**src/rtl/mem_arbiter_pkg.sv**
```systemverilog
`default_nettype none
// ============================================================================
//  Module      : mem_arbiter_pkg
//  Description : Shared state encodings, ma_len codes and RAM interface
//                widths for the unified byte-wide RAM port arbiter.
//  Revision    : 1.0 - initial release
// ============================================================================
package mem_arbiter_pkg;

  // Arbiter states: idle, IF word read, MA read, MA write.
  typedef enum logic [1:0] {
    ST_IDLE  = 2'd0,
    ST_IF_RD = 2'd1,
    ST_MA_RD = 2'd2,
    ST_MA_WR = 2'd3
  } arb_state_t;

  // ma_len codes; 2'b11 falls through to a word access.
  localparam logic [1:0] c_len_byte = 2'b00;
  localparam logic [1:0] c_len_half = 2'b01;
  localparam logic [1:0] c_len_word = 2'b10;

  // RAM data width, transfer width and byte-counter width (counts 0..4).
  localparam int unsigned c_mem_data_w = 8;
  localparam int unsigned c_xfer_w     = 32;
  localparam int unsigned c_cnt_w      = 3;

  // Number of byte cycles for an MA access of the given length code.
  function automatic logic [c_cnt_w-1:0] len_to_n(input logic [1:0] len);
    case (len)
      c_len_byte: return c_cnt_w'(1);
      c_len_half: return c_cnt_w'(2);
      default:    return c_cnt_w'(4);
    endcase
  endfunction

endpackage
`default_nettype wire

```
**src/rtl/mem_arbiter_byte_seq.sv**
```systemverilog
`default_nettype none
// ============================================================================
//  Module      : mem_arbiter_byte_seq
//  Description : Issue/capture byte counter pair for one granted access.
//                Reads pipeline one byte per cycle with a one-cycle RAM
//                latency; a byte whose issue or capture cycle saw rdy low
//                is re-issued. Writes simply step one byte per rdy cycle.
//  Revision    : 1.0 - initial release
// ============================================================================
module mem_arbiter_byte_seq
  import mem_arbiter_pkg::*;
(
  input  logic                    clk,
  input  logic                    rst,
  input  logic                    rdy,
  input  logic                    start,
  input  logic                    active,
  input  logic                    is_wr,
  input  logic [c_cnt_w-1:0]      n_bytes,
  input  logic [c_mem_data_w-1:0] din,
  output logic [c_cnt_w-1:0]      idx,
  output logic                    done,
  output logic [c_xfer_w-1:0]     rbuf_next
);

  logic [c_cnt_w-1:0]  iss_q, iss_d;
  logic [c_cnt_w-1:0]  cap_q, cap_d;
  logic                pend_q, pend_d;   // a byte issued last cycle with rdy high
  logic [c_xfer_w-1:0] buf_q, buf_d;

  // Next-state for counters and the read assembly buffer.
  always_comb begin
    iss_d  = iss_q;
    cap_d  = cap_q;
    pend_d = pend_q;
    buf_d  = buf_q;
    done   = 1'b0;
    if (start) begin
      // Clearing the buffer leaves unused bytes of short loads at zero.
      iss_d  = '0;
      cap_d  = '0;
      pend_d = 1'b0;
      buf_d  = '0;
    end else if (active && is_wr) begin
      if (rdy) begin
        iss_d = iss_q + c_cnt_w'(1);
        done  = (iss_q == n_bytes - c_cnt_w'(1));
      end
    end else if (active) begin
      if (rdy) begin
        if (pend_q) begin
          buf_d[{cap_q[1:0], 3'b000} +: 8] = din;
          cap_d = cap_q + c_cnt_w'(1);
          done  = (cap_q == n_bytes - c_cnt_w'(1));
        end
        pend_d = (iss_q < n_bytes);
        if (iss_q < n_bytes) begin
          iss_d = iss_q + c_cnt_w'(1);
        end
      end else begin
        // Any in-flight byte is lost: rewind issue to the first uncaptured byte.
        pend_d = 1'b0;
        iss_d  = cap_q;
      end
    end
  end

  // Counter and buffer registers.
  always_ff @(posedge clk) begin
    if (rst) begin
      iss_q  <= '0;
      cap_q  <= '0;
      pend_q <= 1'b0;
      buf_q  <= '0;
    end else begin
      iss_q  <= iss_d;
      cap_q  <= cap_d;
      pend_q <= pend_d;
      buf_q  <= buf_d;
    end
  end

  assign idx       = iss_q;
  assign rbuf_next = buf_d;

endmodule
`default_nettype wire

```
**src/rtl/mem_arbiter.sv**
```systemverilog
`default_nettype none
// ============================================================================
//  Module      : mem_arbiter
//  Description : Owns the byte-wide unified RAM port and shares it between
//                instruction fetch (4-byte reads) and memory access
//                (1/2/4-byte loads and stores). MA wins in IDLE; a grant is
//                held until the access completes.
//  Revision    : 1.0 - initial release
// ============================================================================
module mem_arbiter
  import mem_arbiter_pkg::*;
#(
  parameter int unsigned ADDR_W = 32,
  parameter int unsigned RD_LAT = 1
) (
  input  logic                    clk,
  input  logic                    rst,
  input  logic                    rdy,
  input  logic                    if_req,
  input  logic [ADDR_W-1:0]       if_addr,
  output logic [c_xfer_w-1:0]     if_data,
  output logic                    if_done,
  input  logic                    ma_req,
  input  logic                    ma_we,
  input  logic [1:0]              ma_len,
  input  logic [ADDR_W-1:0]       ma_addr,
  input  logic [c_xfer_w-1:0]     ma_wdata,
  output logic [c_xfer_w-1:0]     ma_rdata,
  output logic                    ma_done,
  input  logic [c_mem_data_w-1:0] mem_din,
  output logic [c_mem_data_w-1:0] mem_dout,
  output logic [ADDR_W-1:0]       mem_a,
  output logic                    mem_wr,
  output logic                    if_stall_req,
  output logic                    ma_stall_req
);

  if (RD_LAT != 1) begin : g_rd_lat_check
    $error("mem_arbiter: only RD_LAT = 1 is supported");
  end

  arb_state_t          state_q, state_d;
  logic                if_done_q, if_done_d;
  logic                ma_done_q, ma_done_d;
  logic [c_xfer_w-1:0] if_data_q, if_data_d;
  logic [c_xfer_w-1:0] ma_rdata_q, ma_rdata_d;

  logic                seq_start, seq_active, seq_wr, seq_done;
  logic [c_cnt_w-1:0]  seq_n, seq_idx;
  logic [c_xfer_w-1:0] seq_rbuf;
  logic [ADDR_W-1:0]   base;

  mem_arbiter_byte_seq u_byte_seq (
    .clk       (clk),
    .rst       (rst),
    .rdy       (rdy),
    .start     (seq_start),
    .active    (seq_active),
    .is_wr     (seq_wr),
    .n_bytes   (seq_n),
    .din       (mem_din),
    .idx       (seq_idx),
    .done      (seq_done),
    .rbuf_next (seq_rbuf)
  );

  // Arbitration, access sequencing and completion handling.
  always_comb begin
    state_d    = state_q;
    // Done pulses last one cycle, but are held while the pipeline is frozen.
    if_done_d  = if_done_q & ~rdy;
    ma_done_d  = ma_done_q & ~rdy;
    if_data_d  = if_data_q;
    ma_rdata_d = ma_rdata_q;
    seq_start  = 1'b0;
    seq_active = 1'b0;
    seq_wr     = 1'b0;
    seq_n      = c_cnt_w'(4);
    base       = if_addr;
    case (state_q)
      ST_IDLE: begin
        // A requester still showing done is the one just finished; skip it.
        if (rdy) begin
          if (ma_req && !ma_done_q) begin
            seq_start = 1'b1;
            state_d   = ma_we ? ST_MA_WR : ST_MA_RD;
          end else if (if_req && !if_done_q) begin
            seq_start = 1'b1;
            state_d   = ST_IF_RD;
          end
        end
      end
      ST_IF_RD: begin
        seq_active = 1'b1;
        if (seq_done) begin
          state_d   = ST_IDLE;
          if_done_d = 1'b1;
          if_data_d = seq_rbuf;
        end
      end
      ST_MA_RD: begin
        seq_active = 1'b1;
        seq_n      = len_to_n(ma_len);
        base       = ma_addr;
        if (seq_done) begin
          state_d    = ST_IDLE;
          ma_done_d  = 1'b1;
          ma_rdata_d = seq_rbuf;
        end
      end
      ST_MA_WR: begin
        seq_active = 1'b1;
        seq_wr     = 1'b1;
        seq_n      = len_to_n(ma_len);
        base       = ma_addr;
        if (seq_done) begin
          state_d   = ST_IDLE;
          ma_done_d = 1'b1;
        end
      end
      default: state_d = ST_IDLE;
    endcase
  end

  // State, done pulses and result registers.
  always_ff @(posedge clk) begin
    if (rst) begin
      state_q    <= ST_IDLE;
      if_done_q  <= 1'b0;
      ma_done_q  <= 1'b0;
      if_data_q  <= '0;
      ma_rdata_q <= '0;
    end else begin
      state_q    <= state_d;
      if_done_q  <= if_done_d;
      ma_done_q  <= ma_done_d;
      if_data_q  <= if_data_d;
      ma_rdata_q <= ma_rdata_d;
    end
  end

  // RAM port is quiet (all zero) whenever no access is in progress.
  assign mem_a    = (state_q == ST_IDLE) ? '0 : base + ADDR_W'(seq_idx);
  assign mem_wr   = (state_q == ST_MA_WR) && rdy;
  assign mem_dout = (state_q == ST_MA_WR) ? ma_wdata[{seq_idx[1:0], 3'b000} +: 8] : '0;

  assign if_data      = if_data_q;
  assign if_done      = if_done_q;
  assign ma_rdata     = ma_rdata_q;
  assign ma_done      = ma_done_q;
  assign if_stall_req = if_req & ~if_done_q;
  assign ma_stall_req = ma_req & ~ma_done_q;

endmodule
`default_nettype wire

```
**config.mk**
```make
export PLATFORM = sky130hd
export DESIGN_NAME = mem_arbiter
export DESIGN_NICKNAME = d
export VERILOG_FILES = /design/src/rtl/mem_arbiter_pkg.sv /design/src/rtl/mem_arbiter_byte_seq.sv /design/src/rtl/mem_arbiter.sv
export SDC_FILE = /design/constraint.sdc
export NUM_CORES = 1
export LEC_CHECK = 0
export CAP_MARGIN = 20
export CORE_MARGIN = 2
export CORE_UTILIZATION = 28
export CTS_CLUSTER_SIZE = 8
export DETAILED_ROUTE_END_ITERATION = 6
export SLEW_MARGIN = 5
export SYNTH_ARGS = -nofsm -noshare
export SYNTH_HDL_FRONTEND = slang
export SYNTH_SLANG_ARGS = --single-unit
```
**constraint.sdc**
```tcl
create_clock -name clk -period 3.8 [get_ports clk]
set_input_delay 0.38 -clock clk [delete_from_list [all_inputs] [get_ports clk]]
set_output_delay 0.38 -clock clk [all_outputs]
set_load 0.02 [all_outputs]
```
==> flow_summary.yaml <==
status:
  status: "finished clean"
die:
  initial_core_util: 0.285
  core-area_um2: 22600
  die_x_um: 156
  num_rows: 55
  ioPinCount: 221
  dieArea_um2: 24200
  die_h_um: 156
sta:
  skew_ns: 0.00657
  slew_headroom: 0.387
  holdWs_ns: 0.320
  finalSetupViolCount: 0
  period_needed_ns: 3.70
  worst-slew-pin-transition_ns: 0.917
  rsz0062_at_grt: "true"
  fin_ws_ns: 0.105
  fin_tns_setup_ns: 0
  maxSlewViolCount: 0
  hold_viol: 0
  period_share: 0.972
  maxClockFrequency_ghz: 0.271
layout:
  mostFrequentLayoutCells: "clkdlybuf4s50_1, dfxtp_1, mux2i_1"
  fin_area_um2: 9460
  antenna_cells: 0
  layout-drive-gt1-share: 0.133
  finalNetCount: 1089
  area_growth_pct: 47.1
  mostFrequentLayoutCell: "clkdlybuf4s50_1"
  fill_cells: 2284
critical_path:
  r2r_start: "state_q[0]"
  path_delay_family: "buffers and inverters"
  critPathBufInv: 7
  crit_start: "state_q[0]"
  path_class: "register to primary output"
  r2r_end: "if_data[1]"
  worst_path_max_delay_cell: "fa_1"
  end_kind: "primary output"
  max_stage_delay_ns: 0.38
  cpMostUsedCell: "buf_4"
  worstPathCellList: "inv_1 > ha_2 > buf_4 > nor2_4 > nand2_1 > nand2_1 > ha_1 > inv_1 > fa_1 > nand2b_4 > a22oi_2 > nand4_1 > buf_6 > buf_4 > nor4_2 > buf_4 > nor3_4 > buf_6"
  endpoint: "mem_a[30]"
  arrival_ns: 3.32
  rrSetupSlack_ns: 0.96
  cp_max_fo: 8
  worstRegToRegCells: 10
  path_depth: 18
  required_ns: 3.42
  cp-start-kind: "register"
global_route:
  grt_pass1_wl_mm: 32.7
  grt_pass1_vias: 6001
  met1_usage: 0.222
  globalRoute.totalOverflow: 0
  grt_use_total: 0.170
  grt_util_met2: 0.280
  top_usage_layer: "met2"
  grt_use_met3: 0.0456
  antenna_found_initial: 0
  grt_max_degree: 77
pwr:
  power_mw: 2.97
  swShare: 0.309
  internal_power_mw: 2.06
  p_switching_uw: 918
  power.share.clock: 0.315
  irDropWorstVdd_mv: 0.206
  seqPwrFrac: 0.382
  power_density_nw_per_um2: 314
  leakage_nw: 4.10
  combPwrFrac: 0.303
clock_tree:
  clk_pin_slew_ns: 0.07
  insertion_delay_ns: 0.35
  cts_made_buffers: 9
  cts_root_buffer: "clkbuf_16"
  tritoncts: "built"
  post_cts_buffers: 0
  clk_path_buf_depth: 2
  cts_hold_buffers: 0
  numClockSinks: 107
  htree_num_levels: 3
hold_path:
  hp-class: "primary input to register"
drt:
  drcViolationCount: 0
  drt-pass1-iter-count: 6
  drt_wl_total_mm: 21.6
  postRouteAntennaNets: 0
  detailedRoute.firstIterationViolations: 312
  vias: 6192
  wire_per_inst_um: 17.3
  vias_per_cell: 4.96
synth:
  syn_nets: 867
  synth_ff_type: "dfxtp_1"
  synth.cell_area_um2: 6430
  ys_ff_latch: 107
  syn_inst: 736
  postSynthAreaPerCell_um2: 8.74
  synth-edff-count: 0
  synth_cell_types: 65
  seq_area_frac_synth: 0.333
  yosys_warnings: 0
  async_flop_share: 0
place:
  dpl_cell_area_um2: 9180
  gp_congestion: 0.883
  post-place-ws_ns: -0.0898
  port_buffers: 220
  hpwlAfterDp_mm: 16.0
flow_run:
  maxCapViolCount: 0
## routing by layer
metal / wire, um / part of all wire
met1: 9800 / 0.45
met2: 9720 / 0.45
met3: 1780 / 0.083
met4: 264 / 0.012
met5: 0 / 0
## cell families (layout without fill, tap and decap cells)
kind of cell / count (synthesis) / after routing / synth area share
compound gates: 126 / 126 / 0.135
xor+xnor: 11 / 11 / 0.0150
fa+ha+maj: 19 / 19 / 0.0381
buf+inv: 79 / 306 / 0.0500
flops: 107 / 107 / 0.333
mux: 93 / 93 / 0.165
simple gates: 301 / 301 / 0.265
## worst min-delay path by stage
stage | cells past startpoint | slack (ns) | startpoint | to
global placement | 2 | 0.46 | u_byte_seq.pend_q | u_byte_seq.pend_q
global route | 2 | 0.32 | rst | state_q[1]
finish | 2 | 0.32 | rst | state_q[1]
CTS | 2 | 0.31 | rst | state_q[0]
detailed placement | 2 | 0.46 | u_byte_seq.pend_q | u_byte_seq.pend_q
floorplan | 2 | 0.44 | u_byte_seq.pend_q | u_byte_seq.pend_q
## cells in the mapped netlist, drive strengths merged (2+ instances only)
cell / number / area share
o31a: 4 / 0.0054
a21o: 6 / 0.0070
dfxtp: 107 / 0.33
or4: 2 / 0.0023
nor2: 40 / 0.023
nand3: 14 / 0.011
a222oi: 2 / 0.0031
a2111oi: 3 / 0.0041
a21oi: 13 / 0.010
mux4: 8 / 0.028
o21a: 3 / 0.0035
nand2: 56 / 0.033
mux2i: 63 / 0.098
buf: 20 / 0.015
or3b: 3 / 0.0045
nand2b: 52 / 0.051
nor4: 5 / 0.0049
nor3b: 10 / 0.012
nor2b: 41 / 0.040
nor3: 16 / 0.012
a31oi: 16 / 0.016
a221oi: 2 / 0.0027
or4bb: 6 / 0.011
o31ai: 3 / 0.0035
and4: 6 / 0.0082
and3: 18 / 0.018
a21boi: 10 / 0.012
mux2: 22 / 0.039
a22o: 2 / 0.0027
o211ai: 16 / 0.019
nand4bb: 3 / 0.0053
ha: 18 / 0.035
clkbuf: 28 / 0.017
o21ai: 26 / 0.020
a211oi: 6 / 0.0070
and2: 15 / 0.015
a22oi: 6 / 0.0078
nand4: 6 / 0.0058
xor2: 4 / 0.0054
or2: 3 / 0.0029
xnor2: 7 / 0.0095
inv: 31 / 0.018
## registers in the layout, indices dropped and copies added (netlist names)
name / cells
if_data: 32
ma_rdata: 32
u_byte_seq.buf_q: 32
u_byte_seq.cap_q: 3
u_byte_seq.idx: 3
state_q: 2
if_done: 1
ma_done: 1
u_byte_seq.pend_q: 1
## metrics by stage
| stage | cells | utilization |
|---|---|---|
| floorplan | 736 | - |
| global placement | 1231 | 0.407 |
| detailed placement | 1231 | 0.407 |
| CTS | 1247 | 0.419 |
| global route | 1248 | 0.419 |
| finish | 1248 | 0.419 |
## timing repair
| action | 4_1_cts | 5_1_grt |
|---|---|---|
| pin swaps | 0 | 4 |
| gates resized for setup | 31 | 58 |
| setup endpoints to repair | 24 | 23 |
## layout make-up
type                            count  area [um2]  share of cell area
Multi-Input combinational cell    550        4110               0.435
Tap cell                          285         357              0.0377
Sequential cell                   107        2140               0.227
Clock inverter                      6        65.1             0.00688
Timing Repair Buffer              259        2440               0.258
Clock buffer                       10         229              0.0242
Inverter                           31         116              0.0123
## power groups by stage
stage	clock, mW	sequential [mW]	combinational, mW
after global routing	0.999	1.14	0.967
after CTS	0.958	1.14	0.901
after floorplan	0	1.16	0.513
final	0.936	1.14	0.901
after detailed placement	0	1.16	0.923
after global placement	0	1.16	0.926
Note: power is estimated with default switching activity, not from simulation.
